$ cat src/rtl/mxpl_writer_pkg.sv
`default_nettype none
// ============================================================================
// mxpl_writer_pkg : widths shared with conv/max-pool and writer FSM encoding
// Revision: 1.0
// ============================================================================
package mxpl_writer_pkg;

  localparam int DATAW = 20;
  localparam int ADDRW = 12;

  typedef enum logic [1:0] {
    ST_IDLE = 2'd0,
    ST_RUN  = 2'd1,
    ST_DONE = 2'd2
  } state_t;

  // Counter width that stays at least one bit for degenerate 1-wide maps.
  function automatic int cnt_w(input int n);
    return (n > 1) ? $clog2(n) : 1;
  endfunction

endpackage
`default_nettype wire

$ cat src/rtl/mxpl_wr_fifo.sv
`default_nettype none
// ============================================================================
// mxpl_wr_fifo : 2-entry FIFO with registered head; push while full is dropped
// Revision: 1.0
// ============================================================================
module mxpl_wr_fifo #(
  parameter int DATAW = 20
) (
  input  logic             clk,
  input  logic             reset,
  input  logic             clr,
  input  logic             push,
  input  logic             pop,
  input  logic [DATAW-1:0] din,
  output logic [DATAW-1:0] dout,
  output logic             empty,
  output logic             full
);

  logic [DATAW-1:0] r_head;
  logic [DATAW-1:0] r_tail;
  logic [1:0]       r_count;
  logic             w_pop;
  logic             w_push;

  assign w_pop  = pop && (r_count != 2'd0);
  // A full buffer still takes a new value when the head leaves in the same cycle.
  assign w_push = push && ((r_count != 2'd2) || w_pop);

  always_ff @(posedge clk or negedge reset) begin
    if (!reset) begin
      r_head  <= '0;
      r_tail  <= '0;
      r_count <= 2'd0;
    end else if (clr) begin
      r_count <= 2'd0;
    end else begin
      case ({w_push, w_pop})
        2'b10: begin
          if (r_count == 2'd0) r_head <= din;
          else                 r_tail <= din;
          r_count <= r_count + 2'd1;
        end
        2'b01: begin
          r_head  <= r_tail;
          r_count <= r_count - 2'd1;
        end
        2'b11: begin
          if (r_count == 2'd1) begin
            r_head <= din;
          end else begin
            r_head <= r_tail;
            r_tail <= din;
          end
        end
        default: ;
      endcase
    end
  end

  assign dout  = r_head;
  assign empty = (r_count == 2'd0);
  assign full  = (r_count == 2'd2);

endmodule
`default_nettype wire

$ cat src/rtl/mxpl_writer.sv
`default_nettype none
// ============================================================================
// mxpl_writer : writes pooled values (optional ReLU) row-major into a padded map
// Revision: 1.0
// ============================================================================
module mxpl_writer #(
  parameter int DATAW = mxpl_writer_pkg::DATAW,
  parameter int ADDRW = mxpl_writer_pkg::ADDRW,
  parameter int MAP_W = 16,
  parameter int MAP_H = 16,
  parameter int PAD   = 1,
  parameter int PITCH = 18,
  parameter int BASE  = 0
) (
  input  logic             clk,
  input  logic             reset,
  input  logic             start,
  input  logic             relu_en,
  input  logic [DATAW-1:0] result,
  input  logic             mxplDone,
  input  logic             mem_ready,
  output logic             mem_we,
  output logic [ADDRW-1:0] mem_addr,
  output logic [DATAW-1:0] mem_wdata,
  output logic             busy,
  output logic             layerDone,
  output logic             overflow
);

  import mxpl_writer_pkg::*;

  localparam int             CW      = cnt_w(MAP_W);
  localparam int             RW      = cnt_w(MAP_H);
  localparam logic [ADDRW-1:0] C_ROW0  = ADDRW'(BASE + PAD * PITCH);
  localparam logic [ADDRW-1:0] C_ADDR0 = ADDRW'(BASE + PAD * PITCH + PAD);
  localparam logic [ADDRW-1:0] C_PITCH = ADDRW'(PITCH);
  localparam logic [ADDRW-1:0] C_PAD   = ADDRW'(PAD);
  localparam logic [CW-1:0]    C_COL_L = CW'(MAP_W - 1);
  localparam logic [RW-1:0]    C_ROW_L = RW'(MAP_H - 1);

  state_t           r_state;
  logic [CW-1:0]    r_col;
  logic [RW-1:0]    r_row;
  logic [ADDRW-1:0] r_row_base;
  logic [ADDRW-1:0] r_addr;
  logic             r_busy;
  logic             r_layer_done;
  logic             r_overflow;

  logic             w_start_run;
  logic             w_push;
  logic             w_we;
  logic             w_accept;
  logic             w_empty;
  logic             w_full;
  logic [DATAW-1:0] w_relu_data;
  logic [DATAW-1:0] w_head;

  assign w_start_run = (r_state == ST_IDLE) && start;
  assign w_push      = (r_state == ST_RUN) && mxplDone;
  assign w_we        = (r_state == ST_RUN) && !w_empty;
  assign w_accept    = w_we && mem_ready;
  assign w_relu_data = (relu_en && result[DATAW-1]) ? '0 : result;

  mxpl_wr_fifo #(
    .DATAW (DATAW)
  ) u_fifo (
    .clk   (clk),
    .reset (reset),
    .clr   (w_start_run),
    .push  (w_push),
    .pop   (w_accept),
    .din   (w_relu_data),
    .dout  (w_head),
    .empty (w_empty),
    .full  (w_full)
  );

  always_ff @(posedge clk or negedge reset) begin
    if (!reset) begin
      r_state      <= ST_IDLE;
      r_col        <= '0;
      r_row        <= '0;
      r_row_base   <= C_ROW0;
      r_addr       <= C_ADDR0;
      r_busy       <= 1'b0;
      r_layer_done <= 1'b0;
      r_overflow   <= 1'b0;
    end else begin
      case (r_state)
        ST_IDLE: begin
          if (start) begin
            r_state    <= ST_RUN;
            r_busy     <= 1'b1;
            r_col      <= '0;
            r_row      <= '0;
            r_row_base <= C_ROW0;
            r_addr     <= C_ADDR0;
            r_overflow <= 1'b0;
          end
        end
        ST_RUN: begin
          if (w_push && w_full && !w_accept) r_overflow <= 1'b1;
          if (w_accept) begin
            if (r_col == C_COL_L) begin
              // Row wrap: step the row base by one pitch, no multiplier.
              r_col      <= '0;
              r_row      <= r_row + RW'(1);
              r_row_base <= r_row_base + C_PITCH;
              r_addr     <= r_row_base + C_PITCH + C_PAD;
              if (r_row == C_ROW_L) begin
                r_state      <= ST_DONE;
                r_busy       <= 1'b0;
                r_layer_done <= 1'b1;
              end
            end else begin
              r_col  <= r_col + CW'(1);
              r_addr <= r_addr + ADDRW'(1);
            end
          end
        end
        ST_DONE: begin
          r_state      <= ST_IDLE;
          r_layer_done <= 1'b0;
        end
        default: begin
          r_state <= ST_IDLE;
        end
      endcase
    end
  end

  assign mem_we    = w_we;
  assign mem_addr  = r_addr;
  assign mem_wdata = w_head;
  assign busy      = r_busy;
  assign layerDone = r_layer_done;
  assign overflow  = r_overflow;

endmodule
`default_nettype wire

$ cat config.mk
export PLATFORM = sky130hd
export DESIGN_NAME = mxpl_writer
export DESIGN_NICKNAME = d
export VERILOG_FILES = /design/src/rtl/mxpl_writer_pkg.sv /design/src/rtl/mxpl_wr_fifo.sv /design/src/rtl/mxpl_writer.sv
export SDC_FILE = /design/constraint.sdc
export NUM_CORES = 1
export LEC_CHECK = 0
export ABC_AREA = 1
export CORE_MARGIN = 2
export CORE_UTILIZATION = 40
export DETAILED_ROUTE_END_ITERATION = 8
export HOLD_SLACK_MARGIN = 0.15
export PLACE_DENSITY_LB_ADDON = 0.1
export SETUP_SLACK_MARGIN = 0.05
export SKIP_CTS_REPAIR_TIMING = 1
export SLEW_MARGIN = 0
export SYNTH_ARGS = -nofsm -noshare
export SYNTH_HDL_FRONTEND = slang
export SYNTH_SLANG_ARGS = --single-unit
$ cat constraint.sdc
create_clock -name clk -period 2.6 [get_ports clk]
set_clock_uncertainty 0.05 [all_clocks]
set_input_delay 0.65 -clock clk [delete_from_list [all_inputs] [get_ports clk]]
set_output_delay 0.65 -clock clk [all_outputs]
set_load 0.01 [all_outputs]
==> results.py <==
metrics = {
    "setup_path": {
        "end_kind": "flip-flop",
        "cp.buffers_inverters": 0,
        "r2r-start": "r_col[0]",
        "cp_max_fo": 13,
        "critPathLaunchType": "flip-flop",
        "cp-startpoint": "r_col[0]",
        "cpPeakStageDelay_ps": 360,
        "crit_chain": "ha_1 > nand3_2 > o21ai_0 > ha_1 > nand2_1 > nor2_4 > nand3_2 > nor2_4 > nand3_2 > nand2_1 > nand2_1 > nand2_1 > nand2_1",
        "crit_type": "flip-flop to flip-flop",
        "crit_top_cell": "nand2_1",
        "crit_path_top_delay_cell": "dfrtp_1",
        "r2r_end": "mem_addr[10]",
        "ff2ff_path_depth": 13,
        "cp.arrival_ps": 2410,
        "reg2reg_slack_ps": 400,
        "cp.required_ps": 2800,
        "cpLargestDelayFamily": "simple AND/OR/NAND/NOR gates",
    },
    "final_layout": {
        "final_core_util": 0.523,
        "regArea_um2": 1960,
        "antenna-diode-count": 0,
        "drive_gt1_frac": 0.114,
        "fill_cells": 959,
        "final_cell_mix": "145 x nand2_1, 73 x dfrtp_1, 59 x clkdlybuf4s50_1, 57 x o21ai_0, 38 x nor2_1",
        "nets": 591,
        "multi_input_area_um2": 1760,
        "instances_no_fill": 695,
        "mostFrequentLayoutCell": "nand2_1",
        "post-route-cell-area_um2": 5060,
        "syn_to_final_growth_pct": 27.6,
    },
    "power": {
        "irDropWorstVdd_mv": 0.483,
        "p_leak_nw": 2.37,
        "p_per_area_nw_per_um2": 1190,
    },
    "timing": {
        "fin_crit_ps": 2200,
        "fmax_mhz": 454,
        "tightest_slew_ps": 379,
        "whs_ps": 437,
        "finalSetupTns_ps": 0,
        "rsz0062_at_grt": "no",
        "finalHoldViolCount": 0,
        "setup_viol": 0,
        "max-slew-margin-rel": 0.748,
        "finalCritPeriodShare": 0.848,
        "slew_violations": 0,
    },
    "place": {
        "place_congestion": 0.840,
        "placedInstanceArea_um2": 4800,
        "dpl.hpwl_um": 6420,
        "placedCellCount": 679,
        "port_buffers": 61,
    },
    "grt": {
        "grt_pass1_wl_um": 15600,
        "track_usage": 0.178,
        "gr-total-overflow": 0,
        "antenna_found_initial": 0,
        "grt_pass1_vias": 3324,
        "grt_max_degree": 41,
    },
    "detailed_routing": {
        "drt_pass1_iterations": 6,
        "wl_per_cell_um": 13.1,
        "postRouteAntennaNets": 0,
        "vias_per_cell": 4.93,
        "routed_wl_um": 9110,
        "num_vias": 3428,
        "drtIter0Drc": 111,
        "drc": 0,
    },
    "hold_path": {
        "min_path_type": "flip-flop to flip-flop",
        "min_delay_worst_endpoint": "u_fifo.r_tail[1]",
        "min_path_cells": 2,
        "hp-start": "u_fifo.r_tail[1]",
    },
    "yosys": {
        "synth_area_um2": 3970,
        "yosysTopAreaCellShare": 0.461,
        "yosys-top-cells-area": "dfrtp_1 46%, nand2_1 14%, o21ai_0 7.2%",
        "ys_warn_count": 0,
        "postSynthNetCount": 523,
        "yosys_register_bits": 78,
        "synth_cells": 490,
        "seq_area_frac_synth": 0.494,
        "synth_top_area_cell": "dfrtp_1",
        "syn_avg_cell_area_um2": 8.09,
        "synth-edff-count": 0,
        "synth_cell_types": 38,
        "synthFlopType": "dfrtp_1",
        "async_reset_ff_frac": 1.00,
    },
    "floorplanning": {
        "top_level_ports": 62,
        "die_y_um": 104,
        "fp-row-count": 36,
        "core_area_um2": 9680,
        "die_w_um": 104,
        "start_util": 0.410,
        "fp.dieArea_um2": 10700,
    },
    "clock_network": {
        "cts-buffers-inserted": 9,
        "clock_latency_ps": 350,
        "root_buffer": "clkbuf_8",
        "cts_max_level": 3,
        "clk_pin_slew_worst_paths_ps": 80,
        "cts_tree": "done",
        "cts_max_path_buffers": 2,
        "cts_sinks": 78,
    },
    "run": {
        "drv_cap": 0,
    },
    "status": {
        "outcome": "completed",
    },
}
[state kept, by name, summed over array words and instances (netlist names)]
register and count:
r_row 4, r_col 4, overflow 1, mem_addr 12, layerDone 1, busy 1
u_fifo.r_count 2, r_row_base 11, u_fifo.r_tail 20, u_fifo.dout 20, r_state 2
[logic make-up (layout without fill, tap and decap cells)]
family,count (synthesis),count (layout),synth area share
AND/OR/NAND/NOR,240,240,0.265
AO/OA/AOI/OAI,106,106,0.153
flip-flops,78,78,0.494
buffers and inverters,58,130,0.0634
adder cells (fa/ha/maj),7,7,0.0221
XOR/XNOR,1,1,0.00221
[tightest hold or removal path, stage by stage (launching register included)]
cell	delay, ps
dfrtp_1	350
nand2_1	50
o21ai_0	60
[layout make-up]
type | count | area share
Sequential cell | 78 | 0.387
Multi-Input combinational cell | 354 | 0.348
Timing Repair Buffer | 78 | 0.156
Tap cell | 133 | 0.0329
Inverter | 37 | 0.0274
Clock buffer | 10 | 0.0272
Clock inverter | 5 | 0.0210
[report_power, final]
part / internal, mW / total, mW / switching (mW) / leakage, nW
registers: 1.79 / 2.17 / 0.384 / 0.932
clock network: 0.662 / 1.13 / 0.469 / 0.119
logic: 1.22 / 2.71 / 1.49 / 1.32
total: 3.67 / 6.01 / 2.34 / 2.37
[through the flow]
stage	power, mW	setup WS, ps
4_1_cts	6.09	109
2_1_floorplan	3.83	487
6_report	6.01	396
3_5_place_dp	4.93	228
5_1_grt	6.52	129
3_3_place_gp	4.87	314
[routing by layer]
metal	track usage	up-vias	wire, um
met1	0.220	1606	4110
li1	-	1745	-
met4	0.0521	0	93
met5	0	-	0
met2	0.308	69	4520
met3	0.0466	8	389
[synthesized netlist by cell type (2+ instances only)]
master / instances
inv_2: 2
nor2_4: 4
buf_6: 2
nand4_1: 5
nor2_2: 3
nand3_2: 6
dfstp_2: 5
or2_2: 2
clkbuf_1: 6
o21ai_2: 3
nand2_1: 145
a21oi_1: 27
buf_2: 11
a32o_1: 3
o22ai_1: 4
inv_1: 34
dfrtp_1: 73
nor3_1: 3
nand2_2: 4
o21ai_0: 57
nor2_1: 38
ha_1: 7
nand3_1: 28
o22a_1: 2
a22o_1: 3
[worst max path at each step]
stage / end / slack (ps) / depth (start not counted)
final: mem_addr[10] / 400 / 13
after global routing: mem_addr[10] / 130 / 13
after CTS: mem_we / 110 / 4
after detailed placement: u_fifo.r_tail[19] / 230 / 7
after global placement: u_fifo.r_tail[19] / 310 / 7
after floorplan: mem_addr[10] / 490 / 15
Power figures use the tool's default switching activity.
